**src/rtl/ifu_pkg.sv**
```systemverilog
// ifu_pkg: shared types and constants for the instruction-fetch unit.
//   PC_W / INST_W : PC and instruction word widths
//   PC_STEP       : sequential fetch increment (one 32-bit word)
//   state_t       : fetch FSM states (S_REQ, S_WAIT, S_DROP)
//   entry_t       : instruction queue entry {pc, inst}
//   misaligned()  : true when a PC is not word aligned
package ifu_pkg;

  localparam int unsigned PC_W   = 32;
  localparam int unsigned INST_W = 32;

  localparam logic [PC_W-1:0] PC_STEP = 32'd4;

  typedef enum logic [1:0] {
    S_REQ  = 2'd0,
    S_WAIT = 2'd1,
    S_DROP = 2'd2
  } state_t;

  typedef struct packed {
    logic [PC_W-1:0]   pc;
    logic [INST_W-1:0] inst;
  } entry_t;

  function automatic logic misaligned(input logic [PC_W-1:0] pc);
    return pc[1:0] != 2'b00;
  endfunction

endpackage

```
**src/rtl/ifu_inst_queue.sv**
```systemverilog
// ifu_inst_queue: synchronous FIFO of fetched (pc, inst) pairs.
// Ports:
//   clk, rst_n  : clock, asynchronous active-low reset
//   flush       : discard all entries (wins over push and pop)
//   push        : write push_entry; accepted when not full or when popping
//   push_entry  : entry to write
//   pop         : consume the head entry (ignored when empty)
//   head        : current head entry, stable until popped
//   empty, full : occupancy flags
//   count       : number of valid entries (0..DEPTH)
// DEPTH must be a power of two and at least 2.
module ifu_inst_queue
  import ifu_pkg::*;
#(
  parameter int unsigned DEPTH = 2,
  localparam int unsigned AW   = $clog2(DEPTH)
) (
  input  logic          clk,
  input  logic          rst_n,
  input  logic          flush,
  input  logic          push,
  input  entry_t        push_entry,
  input  logic          pop,
  output entry_t        head,
  output logic          empty,
  output logic          full,
  output logic [AW:0]   count
);

  localparam logic [AW:0] FULL_CNT = (AW+1)'(DEPTH);

  // Pointers carry one extra wrap bit so full and empty are distinguishable.
  logic [AW:0] wr_ptr;
  logic [AW:0] rd_ptr;
  entry_t      slots [DEPTH];

  logic do_pop;
  logic do_push;

  assign count = wr_ptr - rd_ptr;
  assign empty = (count == '0);
  assign full  = (count == FULL_CNT);

  // A pop in the same cycle frees the slot, so a full queue can still accept.
  assign do_pop  = pop && !empty && !flush;
  assign do_push = push && (!full || (pop && !empty)) && !flush;

  always_ff @(posedge clk or negedge rst_n) begin
    if (!rst_n) begin
      wr_ptr <= '0;
      rd_ptr <= '0;
    end else if (flush) begin
      wr_ptr <= '0;
      rd_ptr <= '0;
    end else begin
      if (do_push) wr_ptr <= wr_ptr + 1'b1;
      if (do_pop)  rd_ptr <= rd_ptr + 1'b1;
    end
  end

  always_ff @(posedge clk) begin
    if (do_push) slots[wr_ptr[AW-1:0]] <= push_entry;
  end

  assign head = slots[rd_ptr[AW-1:0]];

endmodule

```
**src/rtl/ifu_fetch.sv**
```systemverilog
// ifu_fetch: instruction-fetch stage owning the architectural PC.
// Ports:
//   clk, rst_n       : clock, asynchronous active-low reset
//   cur_pc           : PC of the next word to request (oldPC for next-PC logic)
//   redirect         : one-cycle pulse, taken branch/jump resolved
//   redirect_pc      : redirect target (newPC)
//   imem_req_valid   : fetch request valid
//   imem_req_ready   : memory accepts the request
//   imem_req_addr    : request word address (= cur_pc)
//   imem_rsp_valid   : response word valid, in order, >= 1 cycle after accept
//   imem_rsp_data    : response instruction word
//   inst_valid       : queue head valid toward decode
//   inst_ready       : decode consumes the head
//   inst_pc          : PC of the head instruction
//   inst_data        : head instruction word
//   fetch_misalign   : sticky misaligned-redirect flag
// Build option: IFU_FETCH_ALIGN_CHECK_EN
//   defined   - misaligned redirect sets fetch_misalign and halts fetching
//   undefined - fetch_misalign is 0 and redirect targets are word-aligned
module ifu_fetch
  import ifu_pkg::*;
#(
  parameter logic [PC_W-1:0] RESET_PC = 32'h0000_3000,
  parameter int unsigned     QDEPTH   = 2
) (
  input  logic              clk,
  input  logic              rst_n,
  output logic [PC_W-1:0]   cur_pc,
  input  logic              redirect,
  input  logic [PC_W-1:0]   redirect_pc,
  output logic              imem_req_valid,
  input  logic              imem_req_ready,
  output logic [PC_W-1:0]   imem_req_addr,
  input  logic              imem_rsp_valid,
  input  logic [INST_W-1:0] imem_rsp_data,
  output logic              inst_valid,
  input  logic              inst_ready,
  output logic [PC_W-1:0]   inst_pc,
  output logic [INST_W-1:0] inst_data,
  output logic              fetch_misalign
);

  localparam int unsigned CNT_W = $clog2(QDEPTH) + 1;

  state_t            state_q, state_d;
  logic [PC_W-1:0]   pc_q, pc_d;
  logic [PC_W-1:0]   req_pc_q, req_pc_d;

  logic              outstanding;
  logic              credit;
  logic              accept;
  logic              halt;
  logic [PC_W-1:0]   target;

  logic              q_push;
  logic              q_flush;
  entry_t            q_push_entry;
  entry_t            q_head;
  logic              q_empty;
  logic              q_full;
  logic [CNT_W-1:0]  q_count;

  // ---------------------------------------------------------------------------
  // Alignment handling
  // ---------------------------------------------------------------------------
`ifdef IFU_FETCH_ALIGN_CHECK_EN
  logic misalign_q;

  always_ff @(posedge clk or negedge rst_n) begin
    if (!rst_n) begin
      misalign_q <= 1'b0;
    end else if (redirect && misaligned(redirect_pc)) begin
      misalign_q <= 1'b1;
    end
  end

  // Target is kept unmodified so the faulting PC is visible on cur_pc.
  assign target         = redirect_pc;
  assign halt           = misalign_q;
  assign fetch_misalign = misalign_q;
`else
  assign target         = redirect_pc & 32'hFFFF_FFFC;
  assign halt           = 1'b0;
  assign fetch_misalign = 1'b0;
`endif

  // ---------------------------------------------------------------------------
  // Request channel
  // ---------------------------------------------------------------------------
  // Any state other than S_REQ has exactly one response in flight.
  assign outstanding = (state_q != S_REQ);

  // occupancy + outstanding < QDEPTH
  assign credit = !q_full &&
                  !(outstanding && (q_count == CNT_W'(QDEPTH - 1)));

  // In S_REQ nothing is pushed, so credit cannot drop while a request waits.
  assign imem_req_valid = rst_n && (state_q == S_REQ) && credit && !halt;
  assign imem_req_addr  = pc_q;
  assign accept         = imem_req_valid && imem_req_ready;
  assign cur_pc         = pc_q;

  // ---------------------------------------------------------------------------
  // Next-state logic
  // ---------------------------------------------------------------------------
  always_comb begin
    state_d  = state_q;
    pc_d     = pc_q;
    req_pc_d = req_pc_q;
    q_push   = 1'b0;
    q_flush  = 1'b0;

    if (redirect) begin
      // Same-cycle acceptance is cancelled: PC is not advanced and the
      // accepted request becomes the one to drop. A response arriving now is
      // the outstanding one and is discarded in place.
      pc_d    = target;
      q_flush = 1'b1;
      unique case (state_q)
        S_REQ:          state_d = accept ? S_DROP : S_REQ;
        S_WAIT, S_DROP: state_d = imem_rsp_valid ? S_REQ : S_DROP;
        default:        state_d = S_REQ;
      endcase
    end else begin
      unique case (state_q)
        S_REQ: begin
          if (accept) begin
            req_pc_d = pc_q;
            pc_d     = pc_q + PC_STEP;
            state_d  = S_WAIT;
          end
        end
        S_WAIT: begin
          if (imem_rsp_valid) begin
            q_push  = 1'b1;
            state_d = S_REQ;
          end
        end
        S_DROP: begin
          if (imem_rsp_valid) state_d = S_REQ;
        end
        default: state_d = S_REQ;
      endcase
    end
  end

  always_ff @(posedge clk or negedge rst_n) begin
    if (!rst_n) begin
      state_q  <= S_REQ;
      pc_q     <= RESET_PC;
      req_pc_q <= '0;
    end else begin
      state_q  <= state_d;
      pc_q     <= pc_d;
      req_pc_q <= req_pc_d;
    end
  end

  // ---------------------------------------------------------------------------
  // Instruction queue
  // ---------------------------------------------------------------------------
  assign q_push_entry = '{pc: req_pc_q, inst: imem_rsp_data};

  ifu_inst_queue #(
    .DEPTH (QDEPTH)
  ) u_queue (
    .clk        (clk),
    .rst_n      (rst_n),
    .flush      (q_flush),
    .push       (q_push),
    .push_entry (q_push_entry),
    .pop        (inst_ready),
    .head       (q_head),
    .empty      (q_empty),
    .full       (q_full),
    .count      (q_count)
  );

  assign inst_valid = !q_empty;
  assign inst_pc    = q_head.pc;
  assign inst_data  = q_head.inst;

endmodule

```
**config.mk**
```make
export PLATFORM = sky130hd
export DESIGN_NAME = ifu_fetch
export DESIGN_NICKNAME = d
export VERILOG_FILES = /design/src/rtl/ifu_pkg.sv /design/src/rtl/ifu_inst_queue.sv /design/src/rtl/ifu_fetch.sv
export SDC_FILE = /design/constraint.sdc
export NUM_CORES = 1
export LEC_CHECK = 0
export ABC_AREA = 1
export CORE_MARGIN = 1.5
export CORE_UTILIZATION = 54
export CTS_BUF_LIST = sky130_fd_sc_hd__clkbuf_8 sky130_fd_sc_hd__clkbuf_16
export DETAILED_ROUTE_END_ITERATION = 6
export PLACE_DENSITY = 0.95
export SYNTH_ARGS = -nofsm -noshare
export SYNTH_HDL_FRONTEND = slang
export SYNTH_SLANG_ARGS = --single-unit
```
**constraint.sdc**
```tcl
create_clock -name clk -period 6.7 [get_ports clk]
set_input_delay 1.34 -clock clk [delete_from_list [all_inputs] [get_ports clk]]
set_output_delay 1.34 -clock clk [all_outputs]
set_load 0.05 [all_outputs]
```
==> out/results.md, run 1 <==
## Yosys
* area share of the largest cell type after synthesis: 42.6%
* post-synthesis cell type with the largest combined area: sky130_fd_sc_hd__edfxtp_1
* async set or reset register ratio after synthesis: 34.7%
* sequential fraction of the synthesis area: 61.5%
* leading post-synthesis cells by cell area: sky130_fd_sc_hd__edfxtp_1, sky130_fd_sc_hd__nand2_1, sky130_fd_sc_hd__dfrtp_1
* summed instance area of the synthesized netlist: 0.00875 mm²
* register bit total from synthesis: 190
* instance count of the mapped netlist: 935
* post-synthesis cell type count: 34
* yosys synthesis warning count: 0
* number of flops mapped to enable cells by yosys: 124
* Synth top cells by count: sky130_fd_sc_hd__nand2_1, sky130_fd_sc_hd__edfxtp_1, sky130_fd_sc_hd__dfrtp_1, sky130_fd_sc_hd__nor2_1, sky130_fd_sc_hd__buf_4
* Syn Area/Cell: 9.36 µm²
* leading register cell type out of synthesis: sky130_fd_sc_hd__edfxtp_1
* dominant cell by count in the synthesized netlist: sky130_fd_sc_hd__nand2_1

## Critical path
* count of buffer and inverter cells on the critical path: 2
* Critical Setup Path Class: reg2out
* type of element launching the critical path: flop
* Crit path top cell by count: sky130_fd_sc_hd__nand2_1
* Slowest cell on crit path: sky130_fd_sc_hd__dfrtp_2
* Critical R2R Capture: u_queue.slots[0][18]
* reg-to-reg slack, setup: 2.95 ns
* worst-path fanout max: 66
* r2r startpoint: u_queue.rd_ptr[0]
* Crit. Startpoint: u_queue.rd_ptr[0]
* critical path depth in cells: 4
* kind of capture point of the worst setup path: output pin
* ordered list of cells on the worst path: inv_2 -> nand2_1 -> nand2_1 -> clkdlybuf4s50_1
* worst-case reg-to-reg path depth: 8
* CP top delay family: buffers and inverters
* data arrival time of the critical path: 3.54 ns
* required time of the critical path: 5.36 ns
* timing endpoint of the critical path: inst_pc[15]
* peak per-stage delay on the critical path: 1.18 ns

## Placement
* Final GP Congestion: 0.867
* Port Buffers: 191
* post-place instance area: 0.0105 mm²
* HPWL after DPL: 13200 µm

## Power and ir drop
* share of total power in combinational logic: 43.4%
* Net Switching: 2.14 mW
* areal power density over the cells: 435 mW/mm²
* relative contribution of the clock network to total power: 20.9%
* Final Total Pwr: 4.84 mW
* portion of total power attributed to sequential cells: 35.7%
* Switching Share: 44.3%
* LEAKAGE: 4.71 nW
* cell internal pwr: 2.70 mW
* VDD IR max: 208 µV

## Global route
* maximum number of pins on one net before global-route repair: 72
* GR Overflow Total: 0
* number of antenna violations at the first check in global routing: 0
* first-pass GRT wire length: 30900 µm
* via count of the first global-routing pass: 6487
* GRT Overall Usage: 24.1%

## Floorplanning
* vertical die dimension: 130 µm
* Die Outline Area: 0.0170 mm²
* die outline width: 130 µm
* area inside the core boundary: 0.0159 mm²
* IO Pins: 201
* count of standard-cell rows: 46
* starting utilization of the core area: 55.1%

## Clock network
* number of setup buffers added after CTS: 0
* post-cts gate resize count: 0
* Clock transition at path regs: 0.07 ns
* number of buffers inserted during clock tree synthesis: 17
* CTS root buf: sky130_fd_sc_hd__clkbuf_16
* count of clock tree sinks: 190
* CTS Hold Buffers Added: 0
* CTS tree: yes
* clock latency of the later-clocked register in the worst-skew pair: 0.43 ns
* maximum clock path buffer count: 2
* Clock H-tree levels: 4

## Status
* status: finished clean

## Timing
* number of setup violations in the final report: 0
* transition time at the pin with the least slew margin: 1.22 ns
* final setup skew: 0.00884 ns
* FMAX: 205 MHz
* number of pins with negative max-slew slack in the final report: 0
* fin crit share: 72.8%
* worst slew margin relative to its limit: 19.0%
* unrepaired setup endpoints after global routing: false
* Fin Setup TNS: 0 ns
* Min Clock Period, post-route: 4.88 ns
* final hold violations: 0

## Layout
* Final Cell Area: 0.0111 mm²
* filler cell count: 1176
* layout cell share with drive strength beyond 1: 6.29%
* number of diodes: 0
* layout net count: 1159
* area overhead of the layout relative to synthesis: 27.2%
* post-route core utilization: 70.1%

## Min path
* Worst Hold Path Cells: 0
* start point of the worst hold path: req_pc_q[27]
* classification of the worst-slack hold path: reg2reg

## Routing
* wire length per cell: 15.3 µm
* Post-DRT Antenna Nets: 0
* Detailed Route Iter0 Violations: 354
* DR vias: 6816
* post-detailed-route DRC marker count: 0
* drt first pass iters: 5
* average via count per standard cell: 5.19
* Routed Wire Length: 20100 µm

## Run
* max_cap viols: 0

==> how the worst min path moves through the flow <==
stage                                      end  slack, ns
final                     u_queue.slots[0][59]       0.47
after global routing      u_queue.slots[1][59]       0.48
after CTS                 u_queue.slots[0][39]       0.47
after detailed placement  u_queue.slots[1][39]       0.45
after global placement    u_queue.slots[1][43]       0.44
after floorplan           u_queue.slots[0][37]       0.44
==> worst register-to-register path, cell delays in order (launching register included) <==
cell                      delay [ns]
sky130_fd_sc_hd__dfrtp_2        1.18
sky130_fd_sc_hd__ha_1           0.35
sky130_fd_sc_hd__inv_1          0.05
sky130_fd_sc_hd__nand2_1        0.08
sky130_fd_sc_hd__nand3_2        0.09
sky130_fd_sc_hd__nand3_2        0.12
sky130_fd_sc_hd__o21ai_1        0.21
sky130_fd_sc_hd__nor2_4         0.74
sky130_fd_sc_hd__buf_4          0.56
==> cells by family (layout without fill, tap and decap cells) <==
logic type                 after synthesis  in the layout  share of synthesized area, %
AOI/OAI and AO/OA                       48             48                          3.05
xor gates and xnor gates                 8              8                         0.801
adders and majority gates                5              5                         0.715
buffers and inverters                  103            259                          6.75
DFF                                    190            190                          61.5
other                                    1              7                        0.0429
and+or+nand+nor                        580            580                          27.2
==> power by group through the flow <==
| stage | Combinational [mW] | Sequential [mW] | Clock, mW |
|---|---|---|---|
| floorplan | 1.39 | 1.79 | 0 |
| global placement | 2.05 | 1.73 | 0 |
| detailed placement | 2.10 | 1.75 | 0 |
| CTS | 2.11 | 1.72 | 1.03 |
| global route | 2.23 | 1.76 | 1.08 |
| finish | 2.10 | 1.73 | 1.01 |
==> metal layers <==
layer	routed length, µm	track usage [%]	vias up
met4	467	9.67	0
met5	0	0	-
met1	8290	29.7	3209
met2	9880	40.7	284
met3	1490	6.11	34
li1	-	-	3289
==> layout by cell type, fill, tap and decap left out, types with 3 or more instances in the layout <==
cell and count:
sky130_fd_sc_hd__clkinvlp_4 4, sky130_fd_sc_hd__nand3_1 40, sky130_fd_sc_hd__clkbuf_16 19, sky130_fd_sc_hd__nor2_1 43
sky130_fd_sc_hd__ha_1 5, sky130_fd_sc_hd__inv_6 5, sky130_fd_sc_hd__dfrtp_1 63, sky130_fd_sc_hd__inv_1 28
sky130_fd_sc_hd__nand2_2 3, sky130_fd_sc_hd__edfxtp_1 124, sky130_fd_sc_hd__xor2_1 7, sky130_fd_sc_hd__buf_4 5
sky130_fd_sc_hd__conb_1 7, sky130_fd_sc_hd__nand3_2 7, sky130_fd_sc_hd__o21ai_0 27, sky130_fd_sc_hd__nor2_2 4
sky130_fd_sc_hd__o21ai_2 5, sky130_fd_sc_hd__o21bai_1 3, sky130_fd_sc_hd__nand3b_1 11, sky130_fd_sc_hd__nand4_1 3
sky130_fd_sc_hd__o21ai_1 11, sky130_fd_sc_hd__clkdlybuf4s50_1 189, sky130_fd_sc_hd__nand2_1 461
==> registers in the layout, summed over array words and instances, names as in the netlist <==
signal and count:
req_pc_q 30, state_q 2, u_queue.rd_ptr 2, u_queue.slots 124
u_queue.wr_ptr 2, cur_pc 30
==> area by class of cell <==
cell class	instances	area (µm²)	share of cell area (%)
Clock buffer	20	489	4.39
Clock inverter	12	119	1.07
Inverter	31	116	1.05
Multi-Input combinational cell	648	2820	25.3
Sequential cell	190	5380	48.3
Tap cell	216	270	2.43
Timing Repair Buffer	196	1940	17.4
==> stage by stage <==
stage               hold slack [ns]  instances  worst slack (ns)
floorplan                     0.436        941              1.85
global placement              0.442       1281              2.33
detailed placement            0.450       1281              2.29
CTS                           0.470       1313              1.80
global route                  0.480       1313              1.49
finish                        0.468       1313              1.82
Power figures use the tool's default switching activity.
==> run 2, diff against run 1 <==
- CORE_UTILIZATION: 54 -> 51
- PLACE_DENSITY: 0.95 -> 0.92
- clock period: 6.7 -> 5.1 ns (I/O delays scaled with it)
==> run 2 against run 1 <==
Clock-buffer cell count fell by 2. Clock skew rose by 0.0054 ns. Largest power group unchanged. Clock power rose by 20%. Highest routed layer unchanged. Critical path type unchanged. Wire length fell by 3.1%. Critical endpoint is now inst_pc[19]. Sequential power rose by 27%. Hold slack barely moved. Sequential share of layout area rose by 0.14 points. The run now ends with DRC left. Global-route usage fell by 2.1 points. Register-to-register slack got worse by 0.61 ns.
==> out/results.md, run 2 (synthesis gave the netlist of run 1 again) <==
## Placement
* Port Buffers: 191, unchanged
* Setup Slack @ Placement: 1.75 ns, -0.540 ns
* Final GP Congestion: 0.840, -3.2%
* post-place instance area: 0.0106 mm², +0.31%
* placed cell count: 1287, +0.47%
* HPWL after DPL: 13000 µm, -1.4%

## Floorplanning
* Die Outline Area: 0.0180 mm², +5.7%
* IO Pins: 201, unchanged
* area inside the core boundary: 0.0167 mm², +5.1%
* count of standard-cell rows: 47, +2.2%
* die outline width: 134 µm, +2.8%
* vertical die dimension: 134 µm, +2.8%
* starting utilization of the core area: 52.4%, -2.7 points

## Power and ir drop
* VDD IR max: 302 µV, +45%
* Switching Share: 44.8%, +0.50 points
* areal power density over the cells: 560 mW/mm², +29%
* cell internal pwr: 3.44 mW, +27%
* LEAKAGE: 4.71 nW, about the same
* relative contribution of the clock network to total power: 19.5%, -1.4 points
* portion of total power attributed to sequential cells: 35.4%, -0.3 points
* Net Switching: 2.78 mW, +30%
* Final Total Pwr: 6.22 mW, +29%
* share of total power in combinational logic: 45.1%, +1.7 points

## Routing
* post-detailed-route DRC marker count: 1, +1
* average via count per standard cell: 5.13, -1.2%
* drt first pass iters: 7, +2
* Routed Wire Length: 19500 µm, -3.1%
* Detailed Route Iter0 Violations: 535, +51%
* DR vias: 6764, -0.76%
* wire length per cell: 14.8 µm, -3.6%
* Post-DRT Antenna Nets: 0, unchanged

## Global route
* via count of the first global-routing pass: 6243, -3.8%
* first-pass GRT wire length: 30700 µm, -0.71%
* number of antenna violations at the first check in global routing: 0, unchanged
* GRT Overall Usage: 22.0%, -2.1 points
* GR Overflow Total: 0, unchanged
* maximum number of pins on one net before global-route repair: 71, -1.4%

## Timing
* final hold violations: 0, unchanged
* unrepaired setup endpoints after global routing: false
* hold slack: 0.467 ns, -0.000159 ns
* setup ws final: 1.33 ns, -0.494 ns
* worst slew margin relative to its limit: 25.4%, +6.4 points
* final setup skew: 0.0143 ns, +0.00543 ns
* fin crit share: 74.0%
* number of setup violations in the final report: 0, unchanged
* number of pins with negative max-slew slack in the final report: 0, unchanged
* transition time at the pin with the least slew margin: 1.12 ns, -0.0980 ns
* FMAX: 265 MHz
* Min Clock Period, post-route: 3.77 ns
* Fin Setup TNS: 0 ns, unchanged

## Critical path
* kind of capture point of the worst setup path: output pin
* peak per-stage delay on the critical path: 0.87 ns, -0.31 ns
* Crit. Startpoint: u_queue.rd_ptr[0]
* worst-path fanout max: 63, -4.5%
* count of buffer and inverter cells on the critical path: 2, unchanged
* r2r startpoint: u_queue.wr_ptr[0]
* CP top delay family: buffers and inverters
* Slowest cell on crit path: sky130_fd_sc_hd__clkdlybuf4s50_1
* data arrival time of the critical path: 2.75 ns, -0.79 ns
* Crit path top cell by count: sky130_fd_sc_hd__nand2_1
* required time of the critical path: 4.08 ns, -1.28 ns
* Critical Setup Path Class: reg2out
* type of element launching the critical path: flop
* ordered list of cells on the worst path: inv_2 -> nand2_1 -> nand2_1 -> clkdlybuf4s50_1

## Layout
* leading cell types in the layout, fill and taps excluded: sky130_fd_sc_hd__nand2_1, sky130_fd_sc_hd__clkdlybuf4s50_1, sky130_fd_sc_hd__edfxtp_1
* layout cell share with drive strength beyond 1: 6.28%, -0.011 points
* filler cell count: 1270, +8.0%
* area overhead of the layout relative to synthesis: 26.9%
* number of diodes: 0, unchanged
* most common library cell in the layout ignoring fill and taps: sky130_fd_sc_hd__nand2_1
* Non-Filler Instances: 1319, +0.46%
* post-route core utilization: 66.5%, -3.6 points
* Final Cell Area: 0.0111 mm², -0.28%
* layout net count: 1161, +0.17%
* number of flip-flops under the largest register name: 124, unchanged

## Status
* violated checks: DRC
* status: complete, but fails checks

## Clock network
* CTS tree: yes
* CTS root buf: sky130_fd_sc_hd__clkbuf_16
* post-cts gate resize count: 0, unchanged
* maximum clock path buffer count: 2, unchanged
* count of clock tree sinks: 190, unchanged
* Clock transition at path regs: 0.07 ns, about the same
* number of setup buffers added after CTS: 0, unchanged
* CTS Hold Buffers Added: 0, unchanged
* Clock H-tree levels: 4, unchanged
* number of buffers inserted during clock tree synthesis: 17, unchanged
* clock latency of the later-clocked register in the worst-skew pair: 0.43 ns, about the same

## Min path
* classification of the worst-slack hold path: reg2reg
* start point of the worst hold path: req_pc_q[15]

## Run
* max_cap viols: 0, unchanged

-- run 2: changes by cell type in the layout (fill, tap and decap cells not counted), sizes merged --
cell,change
clkinvlp,-2
buf,+2
inv,+4
clkbuf,-2
clkinv,+1
bufinv,-1
-- run 2: routing by layer --
layer  wire length [µm]  vias to the layer above  GRT usage [%]
met1               8090                     3134           28.1
met4                659                        0           11.6
met2               9300                      307           36.1
met5                  0                        -              0
met3               1450                       42           4.01
li1                   -                     3281              -
-- run 2: path summary, 6_finish.rpt --
| path | slack (ns) | end | cells past startpoint |
|---|---|---|---|
| worst max-delay path | 1.33 | inst_pc[19] | 4 |
| worst min-delay path | 0.47 | u_queue.slots[1][47] | 0 |
| worst max register to register | 2.34 | req_pc_q[29] | 11 |
| worst min register to register | 0.47 | u_queue.slots[1][47] | 0 |
| max in group asynchronous | 3.52 | u_queue.rd_ptr[0] | 3 |
| min in group asynchronous | 0.70 | cur_pc[31] | 2 |
-- run 2: cell type report --
cell class | instances | area (µm²) | area share, %
Timing Repair Buffer | 198 | 1970 | 17.7
Clock buffer | 18 | 439 | 3.96
Tap cell | 220 | 275 | 2.48
Sequential cell | 190 | 5380 | 48.5
Inverter | 31 | 116 | 1.05
Multi-Input combinational cell | 648 | 2820 | 25.4
Clock inverter | 14 | 105 | 0.947
-- run 2: power by group through the flow --
stage                     registers (mW)  logic, mW  clock network [mW]
after floorplan                     2.35       1.83                   0
after global placement              2.21       2.77                   0
after detailed placement            2.23       2.82                   0
after CTS                           2.20       2.83                1.23
after global routing                2.23       2.98                1.29
final                               2.20       2.81                1.21
==> run 3, diff against run 2 <==
- CORE_UTILIZATION: 51 -> 46
- PLACE_DENSITY: 0.92 -> 0.88
- clock period: 5.1 -> 3.2 ns (I/O delays scaled with it)
==> run 3 against run 2 <==
The flow now finishes without violations. Register-to-register slack worse by 1.6 ns. Combinational power rose by 91%. Hold slack got worse by 0.16 ns. Worst setup slack worse by 0.77 ns.
==> out/results.md, run 3 (synthesis gave the netlist of run 1 again) <==
## Global route
* first-pass GRT wire length: 32900 µm, +7.0%
* GR Overflow Total: 0, unchanged
* via count of the first global-routing pass: 6489, +3.9%
* number of antenna violations at the first check in global routing: 0, unchanged
* maximum number of pins on one net before global-route repair: 69, -2.8%
* GRT Overall Usage: 21.4%, -0.66 points

## Layout
* FF+latch area: 0.00538 mm², unchanged
* most common library cell in the layout ignoring fill and taps: sky130_fd_sc_hd__nand2_1
* number of diodes: 0, unchanged
* number of flip-flops under the largest register name: 124, unchanged
* layout net count: 1166, +0.43%
* area overhead of the layout relative to synthesis: 35.2%
* filler cell count: 1454, +14%
* footprint of the multi-input gates: 0.00282 mm², unchanged
* layout cell share with drive strength beyond 1: 12.4%, +6.1 points
* leading cell types in the layout, fill and taps excluded: sky130_fd_sc_hd__nand2_1, sky130_fd_sc_hd__clkdlybuf4s50_1, sky130_fd_sc_hd__edfxtp_1

## Critical path
* type of element launching the critical path: flop
* r2r startpoint: u_queue.rd_ptr[0]
* kind of capture point of the worst setup path: output pin
* data arrival time of the critical path: 2.01 ns, -0.74 ns
* Crit. Startpoint: u_queue.rd_ptr[0]
* required time of the critical path: 2.56 ns, -1.52 ns
* worst-path fanout max: 27, -57%
* Critical Setup Path Class: reg2out

## Placement
* Port Buffers: 191, unchanged
* Final GP Congestion: 0.854, +1.7%
* HPWL after DPL: 14600 µm, +12%

## Clock network
* CTS Hold Buffers Added: 0, unchanged
* maximum clock path buffer count: 2, unchanged
* clock latency of the later-clocked register in the worst-skew pair: 0.42 ns, about the same
* CTS root buf: sky130_fd_sc_hd__clkbuf_16
* number of buffers inserted during clock tree synthesis: 17, unchanged
* Clock transition at path regs: 0.07 ns, about the same
* CTS tree: yes
* number of setup buffers added after CTS: 0, unchanged
* Clock H-tree levels: 4, unchanged
* post-cts gate resize count: 0, unchanged
* count of clock tree sinks: 190, unchanged

## Floorplanning
* IO Pins: 201, unchanged
* Die Outline Area: 0.0199 mm², +11%
* starting utilization of the core area: 46.8%, -5.6 points
* count of standard-cell rows: 50, +6.4%
* die outline width: 141 µm, +5.2%
* area inside the core boundary: 0.0187 mm², +12%
* vertical die dimension: 141 µm, +5.2%

## Run
* max_cap viols: 0, unchanged

## Timing
* final hold violations: 0, unchanged
* transition time at the pin with the least slew margin: 0.715 ns, -0.402 ns
* Min Clock Period, post-route: 2.65 ns
* FMAX: 378 MHz
* unrepaired setup endpoints after global routing: false
* worst slew margin relative to its limit: 52.3%, +27 points
* fin crit share: 82.7%
* final setup skew: 0.00670 ns, -0.00757 ns
* number of pins with negative max-slew slack in the final report: 0, unchanged
* number of setup violations in the final report: 0, unchanged
* hold slack: 0.307 ns, -0.161 ns

## Min path
* classification of the worst-slack hold path: in2async

## Power and ir drop
* Final Total Pwr: 11.0 mW, +77%
* share of total power in combinational logic: 48.8%, +3.7 points
* areal power density over the cells: 930 mW/mm², +66%
* relative contribution of the clock network to total power: 19.2%, -0.3 points
* VDD IR max: 533 µV, +76%
* cell internal pwr: 6.37 mW, +85%
* Switching Share: 42.1%, -2.7 points
* portion of total power attributed to sequential cells: 31.9%, -3.5 points
* Net Switching: 4.63 mW, +66%
* LEAKAGE: 5.09 nW, +8.2%

## Routing
* Routed Wire Length: 20400 µm, +4.9%
* DR vias: 6683, -1.2%
* post-detailed-route DRC marker count: 0, -1
* Post-DRT Antenna Nets: 0, unchanged
* average via count per standard cell: 4.99, -2.6%
* wire length per cell: 15.3 µm, +3.4%
* drt first pass iters: 4, -3
* Detailed Route Iter0 Violations: 417, -22%

## Status
* status: finished clean

run 3: per-stage QoR:
| stage | cells | setup WS [ns] | setup TNS [ns] | cell area [µm²] | util, % |
|---|---|---|---|---|---|
| after floorplan | 941 | -1.00 | -122.93 | 8770 | - |
| after global placement | 1306 | 0.789 | 0 | 11200 | 60.1 |
| after detailed placement | 1306 | 0.740 | 0 | 11200 | 60.1 |
| after CTS | 1338 | 0.507 | 0 | 11800 | 63.3 |
| after global routing | 1338 | 0.414 | 0 | 11800 | 63.3 |
| final | 1338 | 0.553 | 0 | 11800 | 63.3 |
run 3: critical path: stages (launching register included):
cell and delay (ns):
sky130_fd_sc_hd__dfrtp_2 0.38, sky130_fd_sc_hd__buf_4 0.29, sky130_fd_sc_hd__ha_1 0.25, sky130_fd_sc_hd__inv_1 0.05, sky130_fd_sc_hd__nand2_1 0.08, sky130_fd_sc_hd__nand2_1 0.07, sky130_fd_sc_hd__nand2_2 0.07, sky130_fd_sc_hd__nand3_2 0.11
sky130_fd_sc_hd__nand2_1 0.08, sky130_fd_sc_hd__inv_1 0.06, sky130_fd_sc_hd__buf_12 0.14
run 3: power by group through the flow:
| stage | Clock (mW) | Combinational [mW] | Sequential [mW] |
|---|---|---|---|
| after global routing | 2.27 | 5.67 | 3.57 |
| after global placement | 0 | 5.32 | 3.51 |
| after floorplan | 0 | 2.92 | 3.74 |
| after detailed placement | 0 | 5.41 | 3.56 |
| after CTS | 2.14 | 5.42 | 3.51 |
| final | 2.11 | 5.38 | 3.52 |
run 3: worst paths after layout:
check,end,slack (ns),depth (start not counted)
worst max register to register,u_queue.slots[0][63],0.75,10
max in group asynchronous,u_queue.rd_ptr[0],1.97,3
worst min-delay path,cur_pc[14],0.31,2
worst max-delay path,imem_req_valid,0.55,10
worst min register to register,u_queue.slots[0][41],0.47,0
min in group clk,u_queue.slots[0][41],0.47,0
run 3: layer usage:
metal	track usage, %	share of wire, %
met1	26.8	41
met2	37.2	50
met3	4.28	6.6
met4	6.96	1.9
met5	0	0
run 3: final cells by class:
type	instances	area share, %
Multi-Input combinational cell	648	23.8
Timing Repair Buffer	203	22.2
Clock inverter	15	1.43
Inverter	31	0.983
Sequential cell	190	45.4
Clock buffer	17	3.59
Tap cell	234	2.47
